$ cat config.mk
export PLATFORM = sky130hd
export DESIGN_NAME = cam_capture_flat
export DESIGN_NICKNAME = d
export VERILOG_FILES = /design/src/rtl/cam_capture_if.sv /design/src/rtl/cam_capture.sv /design/src/flat_wrapper.sv
export SDC_FILE = /design/constraint.sdc
export NUM_CORES = 1
export LEC_CHECK = 0
export BUFFER_PORTS_ARGS = -buffer_cell sky130_fd_sc_hd__clkbuf_2
export CAP_MARGIN = 0
export CORE_ASPECT_RATIO = 1.25
export CORE_MARGIN = 1.5
export CORE_UTILIZATION = 43
export CTS_CLUSTER_DIAMETER = 120
export DETAILED_ROUTE_END_ITERATION = 10
export GPL_ROUTABILITY_DRIVEN = 0
export GPL_TIMING_DRIVEN = 0
export PLACE_DENSITY = 0.59
export SYNTH_ARGS = -nofsm -noshare
export SYNTH_HDL_FRONTEND = slang
export SYNTH_SLANG_ARGS = --single-unit
$ cat constraint.sdc
create_clock -name clk -period 10.9 [get_ports clk]
set_input_delay 1.09 -clock clk [delete_from_list [all_inputs] [get_ports clk]]
set_output_delay 1.09 -clock clk [all_outputs]
set_load 0.005 [all_outputs]
$ cat src/rtl/cam_capture_if.sv
// Camera byte-stream input and frame-buffer write bus for cam_capture.
// master drives the camera side; slave is the capture block.
interface cam_capture_if #(
   parameter int IMG_WIDTH  = 640,
   parameter int IMG_HEIGHT = 480,
   parameter int DATA_WIDTH = 8
);
   localparam int AW = $clog2(IMG_WIDTH * IMG_HEIGHT) + 1;
   localparam int HW = $clog2(IMG_WIDTH);
   localparam int VW = $clog2(IMG_HEIGHT);

   logic                  w_req;
   logic                  cam_vsync;
   logic                  cam_href;
   logic                  cam_valid;
   logic [7:0]            cam_data;
   logic                  mem_we;
   logic [AW-1:0]         mem_addr;
   logic [DATA_WIDTH-1:0] mem_din;
   logic [HW-1:0]         hcount;
   logic [VW-1:0]         vcount;
   logic                  busy;
   logic                  frame_done;
   logic                  frame_err;

   modport master (
      output w_req, cam_vsync, cam_href, cam_valid, cam_data,
      input  mem_we, mem_addr, mem_din, hcount, vcount, busy, frame_done, frame_err
   );

   modport slave (
      input  w_req, cam_vsync, cam_href, cam_valid, cam_data,
      output mem_we, mem_addr, mem_din, hcount, vcount, busy, frame_done, frame_err
   );
endinterface

$ cat src/rtl/cam_capture.sv
// Captures whole RGB565 camera frames on request, converts each pixel to 8-bit
// grayscale and emits frame-buffer writes with line-aligned addresses.
module cam_capture #(
   parameter int IMG_WIDTH  = 640,
   parameter int IMG_HEIGHT = 480,
   parameter int DATA_WIDTH = 8
) (
   input logic          clk,
   input logic          rst,
   cam_capture_if.slave cap
);
   localparam int AW = $clog2(IMG_WIDTH * IMG_HEIGHT) + 1;
   localparam int HW = $clog2(IMG_WIDTH);
   localparam int VW = $clog2(IMG_HEIGHT);
   localparam int CW = HW + 1;
   localparam int RW = VW + 1;
   localparam logic [AW-1:0] FRAME_PX = AW'(IMG_WIDTH * IMG_HEIGHT);
   localparam logic [AW-1:0] LINE_PX  = AW'(IMG_WIDTH);
   localparam logic [CW-1:0] COLS     = CW'(IMG_WIDTH);
   localparam logic [RW-1:0] ROWS     = RW'(IMG_HEIGHT);

   typedef enum logic [1:0] {IDLE, ARM, SYNC, CAPTURE} state_t;

   state_t                state_q, state_d;
   logic                  vsync_q, href_q;
   logic                  phase_q, phase_d;
   logic [7:0]            hi_q, hi_d;
   logic [CW-1:0]         col_q, col_d;
   logic [RW-1:0]         row_q, row_d;
   logic [AW-1:0]         ptr_q, ptr_d;
   logic [AW-1:0]         base_q, base_d;
   logic [AW-1:0]         pix_q, pix_d;
   logic [AW-1:0]         addr_q, addr_d;
   logic [DATA_WIDTH-1:0] din_q, din_d;
   logic                  we_q, we_d;
   logic                  done_q, done_d;
   logic                  err_q, err_d;

   logic vs_rise, vs_fall, hr_rise, hr_fall, phase_eff, byte_ok;

   function automatic logic [7:0] gray565(input logic [15:0] px);
      logic [7:0]  r8, g8, b8;
      logic [15:0] sum;
      r8  = {px[15:11], px[15:13]};
      g8  = {px[10:5], px[10:9]};
      b8  = {px[4:0], px[4:2]};
      sum = 16'd77 * {8'd0, r8} + 16'd150 * {8'd0, g8} + 16'd29 * {8'd0, b8};
      return sum[15:8];
   endfunction

   assign vs_rise   = cap.cam_vsync & ~vsync_q;
   assign vs_fall   = ~cap.cam_vsync & vsync_q;
   assign hr_rise   = cap.cam_href & ~href_q;
   assign hr_fall   = ~cap.cam_href & href_q;
   assign phase_eff = hr_rise ? 1'b0 : phase_q;
   assign byte_ok   = cap.cam_href & cap.cam_valid;

   always_ff @(posedge clk or posedge rst) begin
      if (rst) state_q <= IDLE;
      else     state_q <= state_d;
   end

   always_comb begin
      state_d = state_q;
      case (state_q)
         IDLE:    if (cap.w_req) state_d = ARM;
         ARM:     if (!cap.w_req) state_d = IDLE;
                  else if (vs_rise) state_d = SYNC;
         SYNC:    if (vs_fall) state_d = CAPTURE;
         CAPTURE: if (vs_rise) state_d = cap.w_req ? SYNC : IDLE;
         default: state_d = IDLE;
      endcase
   end

   always_comb begin
      phase_d = phase_q;
      hi_d    = hi_q;
      col_d   = col_q;
      row_d   = row_q;
      ptr_d   = ptr_q;
      base_d  = base_q;
      pix_d   = pix_q;
      addr_d  = addr_q;
      din_d   = din_q;
      err_d   = err_q;
      we_d    = 1'b0;
      done_d  = 1'b0;
      if (state_q == SYNC && vs_fall) begin
         phase_d = 1'b0;
         col_d   = '0;
         row_d   = '0;
         ptr_d   = '0;
         base_d  = '0;
         pix_d   = '0;
         addr_d  = '0;
         err_d   = 1'b0;
      end else if (state_q == CAPTURE) begin
         if (byte_ok) begin
            phase_d = ~phase_eff;
            if (!phase_eff) begin
               hi_d = cap.cam_data;
            end else if (col_q < COLS && row_q < ROWS) begin
               we_d   = 1'b1;
               din_d  = gray565({hi_q, cap.cam_data});
               addr_d = ptr_q;
               ptr_d  = ptr_q + AW'(1);
               pix_d  = pix_q + AW'(1);
               col_d  = col_q + CW'(1);
            end
         end else if (hr_fall && col_q != '0 && row_q < ROWS) begin
            // short or full line: realign to the start of the next row
            phase_d = 1'b0;
            col_d   = '0;
            row_d   = row_q + RW'(1);
            base_d  = base_q + LINE_PX;
            ptr_d   = base_d;
         end else if (hr_fall || hr_rise) begin
            phase_d = 1'b0;
         end
         if (vs_rise) begin
            done_d = 1'b1;
            err_d  = (pix_d != FRAME_PX);
         end
      end else begin
         phase_d = 1'b0;
      end
   end

   always_ff @(posedge clk or posedge rst) begin
      if (rst) begin
         vsync_q <= 1'b0;
         href_q  <= 1'b0;
         phase_q <= 1'b0;
         hi_q    <= '0;
         col_q   <= '0;
         row_q   <= '0;
         ptr_q   <= '0;
         base_q  <= '0;
         pix_q   <= '0;
         addr_q  <= '0;
         din_q   <= '0;
         we_q    <= 1'b0;
         done_q  <= 1'b0;
         err_q   <= 1'b0;
      end else begin
         vsync_q <= cap.cam_vsync;
         href_q  <= cap.cam_href;
         phase_q <= phase_d;
         hi_q    <= hi_d;
         col_q   <= col_d;
         row_q   <= row_d;
         ptr_q   <= ptr_d;
         base_q  <= base_d;
         pix_q   <= pix_d;
         addr_q  <= addr_d;
         din_q   <= din_d;
         we_q    <= we_d;
         done_q  <= done_d;
         err_q   <= err_d;
      end
   end

   assign cap.mem_we     = we_q;
   assign cap.mem_addr   = addr_q;
   assign cap.mem_din    = din_q;
   assign cap.hcount     = (col_q >= COLS) ? HW'(IMG_WIDTH - 1) : col_q[HW-1:0];
   assign cap.vcount     = row_q[VW-1:0];
   assign cap.busy       = (state_q == SYNC) || (state_q == CAPTURE);
   assign cap.frame_done = done_q;
   assign cap.frame_err  = err_q;
endmodule

$ cat src/flat_wrapper.sv
// flat-port wrapper written by rule: the top's interface ports become plain ports
module cam_capture_flat 
#(
   parameter int IMG_WIDTH  = 640,
   parameter int IMG_HEIGHT = 480,
   parameter int DATA_WIDTH = 8
)
  (clk, rst, cap_w_req, cap_cam_vsync, cap_cam_href, cap_cam_valid, cap_cam_data, cap_mem_we, cap_mem_addr, cap_mem_din, cap_hcount, cap_vcount, cap_busy, cap_frame_done, cap_frame_err);
  cam_capture_if #(.IMG_WIDTH(IMG_WIDTH), .IMG_HEIGHT(IMG_HEIGHT), .DATA_WIDTH(DATA_WIDTH)) cap_i ();
  input logic clk;
  input logic rst;
  input wire logic [$bits(cap_i.w_req)-1:0] cap_w_req;
  input wire logic [$bits(cap_i.cam_vsync)-1:0] cap_cam_vsync;
  input wire logic [$bits(cap_i.cam_href)-1:0] cap_cam_href;
  input wire logic [$bits(cap_i.cam_valid)-1:0] cap_cam_valid;
  input wire logic [$bits(cap_i.cam_data)-1:0] cap_cam_data;
  output wire logic [$bits(cap_i.mem_we)-1:0] cap_mem_we;
  output wire logic [$bits(cap_i.mem_addr)-1:0] cap_mem_addr;
  output wire logic [$bits(cap_i.mem_din)-1:0] cap_mem_din;
  output wire logic [$bits(cap_i.hcount)-1:0] cap_hcount;
  output wire logic [$bits(cap_i.vcount)-1:0] cap_vcount;
  output wire logic [$bits(cap_i.busy)-1:0] cap_busy;
  output wire logic [$bits(cap_i.frame_done)-1:0] cap_frame_done;
  output wire logic [$bits(cap_i.frame_err)-1:0] cap_frame_err;
  assign cap_i.w_req = cap_w_req;
  assign cap_i.cam_vsync = cap_cam_vsync;
  assign cap_i.cam_href = cap_cam_href;
  assign cap_i.cam_valid = cap_cam_valid;
  assign cap_i.cam_data = cap_cam_data;
  assign cap_mem_we = cap_i.mem_we;
  assign cap_mem_addr = cap_i.mem_addr;
  assign cap_mem_din = cap_i.mem_din;
  assign cap_hcount = cap_i.hcount;
  assign cap_vcount = cap_i.vcount;
  assign cap_busy = cap_i.busy;
  assign cap_frame_done = cap_i.frame_done;
  assign cap_frame_err = cap_i.frame_err;
  cam_capture #(.IMG_WIDTH(IMG_WIDTH), .IMG_HEIGHT(IMG_HEIGHT), .DATA_WIDTH(DATA_WIDTH)) u_core (.clk(clk), .rst(rst), .cap(cap_i));
endmodule
## Yosys cells after proc, flatten, opt, wreduce, memory -nomap -nowiden

Cells that the tools add are included.

| word-level totals | value |
|---|---|
| bits of input ports | 14 |
| output and inout bits | 51 |
| word-level logic and storage cells | 129 |
| bits in registers | 125 |

| cells by class | value |
|---|---|
| muxes and demuxes | 56 |
| add/sub/neg operators | 7 |
| reductions and logical operators | 22 |
| $mul | 3 |
| bitwise operators | 11 |
| order comparisons | 3 |
| equality and inequality tests | 12 |

Operators with widths:

| operator | count |
|---|---|
| 2-to-1 mux 20 bit | 21 |
| 2-to-1 mux 11 bit | 6 |
| 2-to-1 mux 10 bit | 5 |
| adder 20 x 1 -> 20 bit (second input constant) | 2 |
| multiplier 7 x 8 -> 15 bit (first input constant) | 2 |
| adder 20 x 10 -> 20 bit (second input constant) | 1 |
| != test 20 x 19 -> 1 bit (second input constant) | 1 |
| 2-to-1 mux 1 bit | 17 |
| adder 15 x 16 -> 16 bit | 1 |
| adder 16 x 13 -> 16 bit | 1 |
| AND reduction 4 bit | 4 |
| multiplier 5 x 8 -> 13 bit (first input constant) | 1 |
| 2-to-1 mux 2 bit | 6 |
| nonzero test 2 bit | 6 |
| adder 11 x 1 -> 11 bit (second input constant) | 1 |
| greater-or-equal comparator 11 x 10 -> 1 bit (second input constant) | 1 |
| < comparator 11 x 10 -> 1 bit (second input constant) | 1 |
| nonzero test 11 bit | 1 |
| adder 10 x 1 -> 10 bit (second input constant) | 1 |
| < comparator 10 x 9 -> 1 bit (second input constant) | 1 |
| one-hot mux 2 bit (4 select lines) | 1 |
| != test 3 x 2 -> 1 bit (second input constant) | 2 |
| inverter 1 bit | 6 |
| AND 1 bit | 5 |
| other kinds (13) | 20 |

## Logic depth before layout (Yosys ltp)

Gate-level depths: netlist of run 1.

| depth | value |
|---|---|
| depth after elaboration | 11 |
| gate-level depth with buffers | 24 |
| gate-level depth less buffers | 24 |

## Worst setup path before layout of run 1

No wires, ideal clock.

| timing | value |
|---|---|
| path kind | input to register |
| from | input cap_cam_data[7] |
| to | register u_core.din_q[7], in the netlist u_core.cap.mem_din[7] |
| arrival | 7,086 ps |
| path slack | 3,677 ps |
| cell stages on the path | 22 |
| library setup time | 136 ps |
| buffers on the path | 0 |
| cells stage by stage | ha_1 ha_1 inv_1 fa_1 fa_1 inv_1 ha_1 inv_1 xnor2_1 fa_1 fa_1 inv_1 fa_1 fa_1 inv_1 ha_1 a211o_1 nor4_1 o31ai_1 mux2i_1 o211ai_1 or3b_2 |

| on the way | value |
|---|---|
| longest elaborated chain between the ends | 3 |

Ends and longest elaborated chain:

| element | RTL line | source |
|---|---|---|
| start: declaration | flat_wrapper.sv:16 | `input wire logic [$bits(cap_i.cam_data)-1:0] cap_cam_data;` |
| multiplier 7 x 8 -> 15 bit | cam_capture.sv:47 | `sum = 16'd77 * {8'd0, r8} + 16'd150 * {8'd0, g8} + 16'd29 * {8'd0, b8};` |
| adder 15 x 16 -> 16 bit | cam_capture.sv:47 |  |
| adder 16 x 13 -> 16 bit | cam_capture.sv:47 |  |
| end signal: assignment | cam_capture.sv:156 | `din_q <= din_d;` |
| end: declaration | cam_capture.sv:34 | `logic [DATA_WIDTH-1:0] din_q, din_d;` |

No other way between the ends.
A chain may end at the register's enable or synchronous reset.

## Final worst setup path of run 1

Ends and elaborated chain as after synthesis.

==> results of run 1 <==
final cells by class:
class                   count  area (um^2)
well taps                 274          343
inverters                 110          418
plain buffers              46          208
fillers                  1973        10400
flip-flops and latches    118         2950
clock inverters            13          171
multi-input cells         724         5620
repair buffers             65          348
clock buffers              19          453
metrics by stage:
| step | utilization (%) | cells | setup WS [ns] |
|---|---|---|---|
| after detailed placement | 47.3 | 1337 | 2.87 |
| after global placement | 47.2 | 1336 | 2.89 |
| after global routing | 50.3 | 1369 | 3.00 |
| after CTS | 50.3 | 1369 | 3.33 |
| after floorplan | - | 998 | 3.68 |
| final | 50.3 | 1369 | 3.41 |
final timing paths:
path	from	end	slack (ns)	depth (start not counted)
min reg2reg	u_core.cap.mem_din[2]$_DFFE_PP0P_	u_core.cap.mem_din[2]$_DFFE_PP0P_	0.48	2
min	u_core.cap.mem_din[2]$_DFFE_PP0P_	u_core.cap.mem_din[2]$_DFFE_PP0P_	0.48	2
min in group asynchronous	rst	u_core.cap.mem_din[1]$_DFFE_PP0P_	0.68	2
max reg2reg	u_core.hi_q[1]$_DFFE_PP0P_	u_core.cap.mem_din[7]$_DFFE_PP0P_	3.64	23
max	cap_cam_data[7]	u_core.cap.mem_din[7]$_DFFE_PP0P_	3.41	24
max in group asynchronous	rst	u_core.ptr_q[9]$_DFFE_PP0P_	9.50	3
logic make-up after synthesis:
kind of cell	Yosys count
compound gates	192
xor+xnor	54
fa+ha+maj	145
buf+inv	156
flops	118
mux	10
simple gates	323
registers in the layout, indices dropped and copies added (netlist names):
signal,count
u_core.cap.mem_addr,20
u_core.pix_q,20
u_core.ptr_q,20
u_core.base_q,13
u_core.col_q,11
u_core.row_q,10
u_core.cap.mem_din,8
u_core.hi_q,8
u_core.state_q,2
u_core.cap.frame_done,1
u_core.cap.frame_err,1
u_core.cap.mem_we,1
u_core.href_q,1
u_core.phase_q,1
u_core.vsync_q,1
cells in the final DEF (no fill, tap or decap), types with 15 or more instances in the layout:
master,instances
a21oi_1,38
and3_1,15
clkbuf_1,34
clkbuf_16,17
clkbuf_2,64
dfrtp_1,118
fa_1,54
ha_1,91
inv_1,108
nand2_1,114
nand3_1,50
nand4_1,20
nor2_1,56
o21ai_0,78
xnor2_1,17
xor2_1,37
critical path: cells and delay by family:
kind	cells	cell delay [ns]
fa+ha+maj	10	4.26
compound gates	4	0.99
simple gates	2	0.54
buf+inv	6	0.41
xor+xnor	1	0.29
mux	1	0.21
cells in the mapped netlist (3+ instances only):
| cell | n | area (um^2) |
|---|---|---|
| a22o_1 | 7 | 61.3 |
| mux2i_1 | 5 | 50.1 |
| fa_1 | 54 | 1080 |
| clkbuf_1 | 34 | 128 |
| o21ai_0 | 78 | 390 |
| a21o_1 | 4 | 30.0 |
| and2_1 | 8 | 50.1 |
| or2_2 | 4 | 25.0 |
| nor3_1 | 12 | 60.1 |
| xnor2_1 | 17 | 149 |
| a41oi_1 | 4 | 35.0 |
| xor2_1 | 37 | 324 |
| a211o_1 | 3 | 26.3 |
| ha_1 | 91 | 1140 |
| o31ai_1 | 12 | 90.1 |
| nor2b_1 | 5 | 31.3 |
| a21oi_1 | 38 | 190 |
| a31oi_1 | 8 | 50.1 |
| buf_4 | 9 | 67.6 |
| o211ai_1 | 6 | 45.0 |
| nand2b_1 | 7 | 43.8 |
| nand4_1 | 20 | 125 |
| nor4_1 | 6 | 37.5 |
| and3_1 | 15 | 93.8 |
| dfrtp_1 | 118 | 2950 |
| mux2_2 | 5 | 56.3 |
| o21a_1 | 3 | 22.5 |
| and4_1 | 3 | 26.3 |
| o41ai_1 | 3 | 26.3 |
| or3_1 | 3 | 18.8 |
| a32o_1 | 4 | 40.0 |
| nor3b_1 | 4 | 30.0 |
| nand3_1 | 50 | 250 |
| nand2_1 | 114 | 428 |
| nor2_1 | 56 | 210 |
| inv_1 | 109 | 409 |
per-layer routing:
layer	GRT usage, %	wire, um	up-vias
met1	25.0	9410	3549
met2	38.0	11700	124
li1	-	-	3599
met3	4.66	819	24
met4	6.52	387	0
met5	0	0	-
==> impl_metrics.py, run 1 <==
metrics = {
    "run_status": {
        "status": "completed",
    },
    "die": {
        "dieArea_um2": 22300,
        "num_rows": 59,
        "start_util_pct": 44.0,
        "die_y_um": 166,
        "io_pins": 65,
        "core-area_um2": 20900,
        "die_x_um": 134,
    },
    "cells_and_area": {
        "drive_above_1_share_pct": 11.8,
        "diodes": 0,
        "finalNetCount": 1241,
        "area_growth_syn_to_layout_pct": 14.4,
        "stdcell_area_um2": 10500,
    },
    "clock_tree": {
        "clk_pin_slew_worst_paths_ns": 0.06,
        "cts_sinks": 118,
        "cts_buffers": 17,
        "root_buffer": "clkbuf_16",
        "holdBufCountCts": 0,
        "postCtsSetupBuffers": 0,
        "cts_tree": "done",
        "insertion_delay_ns": 0.43,
        "h-tree-depth": 4,
        "cts_resized": 0,
        "ctsLongestPathBuffers": 2,
    },
    "grt": {
        "antenna_found_initial": 0,
        "grt_remaining_overflow": 0,
        "grt_pass1_wl_mm": 37.2,
        "grt_max_degree": 75,
        "grt_pass1_vias": 7425,
        "grt_util_all_layers_pct": 21.1,
    },
    "worst_setup_path": {
        "setup.worst_path.end_class": "flop",
        "cp_max_fo": 5,
        "critPathLaunchType": "primary input",
        "worst-setup-path-type": "in2reg",
        "crit_top_cell": "fa_1",
        "cp.arrival_ns": 7.79,
        "slowest_stage": "o31ai_1",
        "required_ns": 11.20,
        "crit_chain": "clkbuf_2, ha_1, ha_1, inv_1, fa_1, fa_1, inv_1, ha_1, inv_1, xnor2_1, fa_1, fa_1, inv_1, fa_1, fa_1, inv_1, ha_1, o211ai_1, nand2_1, a21oi_1, o31ai_1, mux2i_1, o211ai_1, or3b_2",
        "slowest_delay_ns": 0.59,
    },
    "drt": {
        "ant_nets": 0,
        "avgRoutedWirePerCell_um": 16.3,
        "drtPass1Iterations": 5,
        "drc": 0,
        "vias": 7296,
        "viasPerCell": 5.33,
        "routed_wirelength_mm": 22.3,
        "drt_iter0_drc": 435,
    },
    "logic_synthesis": {
        "synth_top_family_by_area": "adder cells",
        "synth-simple-area-share_pct": 17.4,
        "synth-xor-area-share_pct": 5.15,
        "muxShareOfSynthArea_pct": 1.16,
        "synth_nets": 1157,
        "netlist-cell-type-count": 68,
        "synth_area_um2": 9190,
        "postSynthCellCount": 998,
        "async_flop_share_pct": 100,
        "syn_avg_cell_area_um2": 9.21,
        "synth_compound_area_share_pct": 13.3,
        "synth-edff-count": 0,
        "synth_warnings": 0,
        "synth_top_flop_cell": "dfrtp_1",
        "ys_ff_latch": 118,
        "ys_seq_area_share_pct": 32.1,
        "synthAdderAreaFrac_pct": 24.2,
    },
    "sta": {
        "tns_ns": 0,
        "finalCritPeriodShare_pct": 68.7,
        "finalHoldViolations": 0,
        "finalCriticalPeriod_ns": 7.49,
        "rsz0062_at_grt": "false",
        "fin_skew_ns": 0.0112,
        "holdWs_ns": 0.482,
        "relSlewSlack_pct": 24.3,
        "setup_viol": 0,
        "fmax_mhz": 134,
        "worstMarginPinSlew_ns": 1.13,
        "slew_violations": 0,
    },
    "placed_design": {
        "dp_hpwl_mm": 17.1,
        "io_buffer_count": 64,
        "placed_area_um2": 9880,
    },
    "flow_run": {
        "maxCapViolations": 0,
    },
    "hold_path": {
        "hold_class": "reg2reg",
    },
}
Power of run 1 is left out: the tool's default activity adds up to more than one toggle a clock period on the data nets, which glitch-free logic cannot reach.
==> inputs of run 2 (changes only) <==
==> constraint.sdc (replaced) <==
create_clock -name clk -period 7.6 [get_ports clk]
set_input_delay 0.76 -clock clk [delete_from_list [all_inputs] [get_ports clk]]
set_output_delay 0.76 -clock clk [all_outputs]
set_load 0.005 [all_outputs]
==> impl_metrics.py, run 2 (synthesis results as in run 1) <==
metrics = {
    "die": {
        "num_rows": 59,
        "start_util_pct": 44.0,
        "io_pins": 65,
        "core-area_um2": 20900,
        "dieArea_um2": 22300,
        "die_y_um": 166,
        "die_x_um": 134,
    },
    "drt": {
        "drt_iter0_drc": 435,
        "routed_wirelength_mm": 22.4,
        "viasPerCell": 5.35,
        "avgRoutedWirePerCell_um": 16.3,
        "drtPass1Iterations": 5,
        "vias": 7321,
        "ant_nets": 0,
        "drc": 0,
    },
    "sta": {
        "rsz0062_at_grt": "false",
        "worst_slack_ns": 0.480,
        "finalHoldViolations": 0,
        "finalCriticalPeriod_ns": 7.12,
        "fin_skew_ns": 0.0135,
        "worstMarginPinSlew_ns": 1.13,
        "finalCritPeriodShare_pct": 93.7,
        "fmax_mhz": 140,
        "setup_viol": 0,
        "slew_violations": 0,
        "relSlewSlack_pct": 24.3,
    },
    "worst_setup_path": {
        "slowest_delay_ns": 0.58,
        "crit_family": "adder cells",
        "slowest_stage": "dfrtp_1",
        "cp_max_fo": 8,
        "crit_chain": "ha_1, ha_1, inv_1, fa_1, fa_1, inv_1, ha_1, inv_1, xnor2_1, fa_1, fa_1, inv_1, fa_1, fa_1, inv_1, ha_1, a211o_1, nor4_2, o31ai_2, mux2i_1, o211ai_1, or3b_2",
        "required_ns": 7.90,
        "r2r_cells": 22,
        "critPathLaunchType": "flop",
        "setup.worst_path.end_class": "flop",
        "crit_buf_inv": 5,
        "crit_top_cell": "fa_1",
        "crit_cells": 22,
        "cp.arrival_ns": 7.42,
        "worst-setup-path-type": "reg2reg",
    },
    "clock_tree": {
        "holdBufCountCts": 0,
        "cts_buffers": 17,
        "cts_sinks": 118,
        "h-tree-depth": 4,
        "insertion_delay_ns": 0.43,
        "cts_resized": 0,
        "postCtsSetupBuffers": 0,
        "root_buffer": "clkbuf_16",
        "ctsLongestPathBuffers": 2,
        "clk_pin_slew_worst_paths_ns": 0.06,
        "cts_tree": "done",
    },
    "cells_and_area": {
        "final_cells": 1369,
        "diodes": 0,
        "area_growth_syn_to_layout_pct": 14.5,
        "final_common_cell": "dfrtp_1",
        "finalNetCount": 1241,
        "final_cell_mix": "dfrtp_1 (118), nand2_1 (114), inv_1 (108), ha_1 (91), o21ai_0 (78)",
        "drive_above_1_share_pct": 12.0,
    },
    "grt": {
        "grt_pass1_vias": 7425,
        "grt_util_all_layers_pct": 21.1,
        "antenna_found_initial": 0,
        "grt_pass1_wl_mm": 37.2,
        "grt_remaining_overflow": 0,
        "grt_max_degree": 75,
    },
    "placed_design": {
        "place_ws_ns": -0.104,
        "dp_hpwl_mm": 17.1,
        "dp.cells": 1337,
        "io_buffer_count": 64,
    },
    "flow_run": {
        "maxCapViolations": 0,
    },
    "hold_path": {
        "hold_class": "in2async",
    },
    "run_status": {
        "status": "completed",
    },
}
[run 2: cell counts in the layout (fill, tap and decap cells not counted)]
Identical to the previous run, type by type.
[run 2: path summary, 6_finish.rpt]
path,startpoint,endpoint,slack (ns)
setup / recovery,u_core.hi_q[1]$_DFFE_PP0P_,u_core.cap.mem_din[7]$_DFFE_PP0P_,0.48
hold / removal,rst,u_core.cap.mem_din[1]$_DFFE_PP0P_,0.35
setup reg to reg,u_core.hi_q[1]$_DFFE_PP0P_,u_core.cap.mem_din[7]$_DFFE_PP0P_,0.48
hold reg to reg,u_core.vsync_q$_DFF_PP0_,u_core.cap.frame_done$_DFF_PP0_,0.48
max in group asynchronous,rst,u_core.row_q[0]$_DFFE_PP0P_,6.54
min in group clk,u_core.vsync_q$_DFF_PP0_,u_core.cap.frame_done$_DFF_PP0_,0.48
[run 2: through the flow]
stage | area (um^2) | util (%) | setup TNS, ns | hold WS, ns
after floorplan | 9190 | - | 0 | 0.434
after CTS | 10500 | 50.3 | 0 | 0.358
after detailed placement | 9880 | 47.3 | -0.104 | 0.474
after global placement | 9850 | 47.2 | -0.0825 | 0.463
after global routing | 10500 | 50.4 | 0 | 0.375
final | 10500 | 50.4 | 0 | 0.347
[run 2: routing by layer]
metal	vias up	routed length [um]	global-route usage (%)
li1	3601	-	-
met1	3567	9410	25.0
met2	126	11700	38.0
met3	27	818	4.66
met4	0	402	6.52
met5	-	0	0
[run 2: final cells by class]
class / count / area (um^2)
timing repair buffer: 65 / 348
buffer: 46 / 208
clock buffer: 19 / 453
tap: 274 / 343
fill: 1974 / 10400
sequential: 118 / 2950
clock inverter: 13 / 171
inverter: 110 / 418
multi-input combinational: 724 / 5630
Power of run 2 is left out for the same reason.
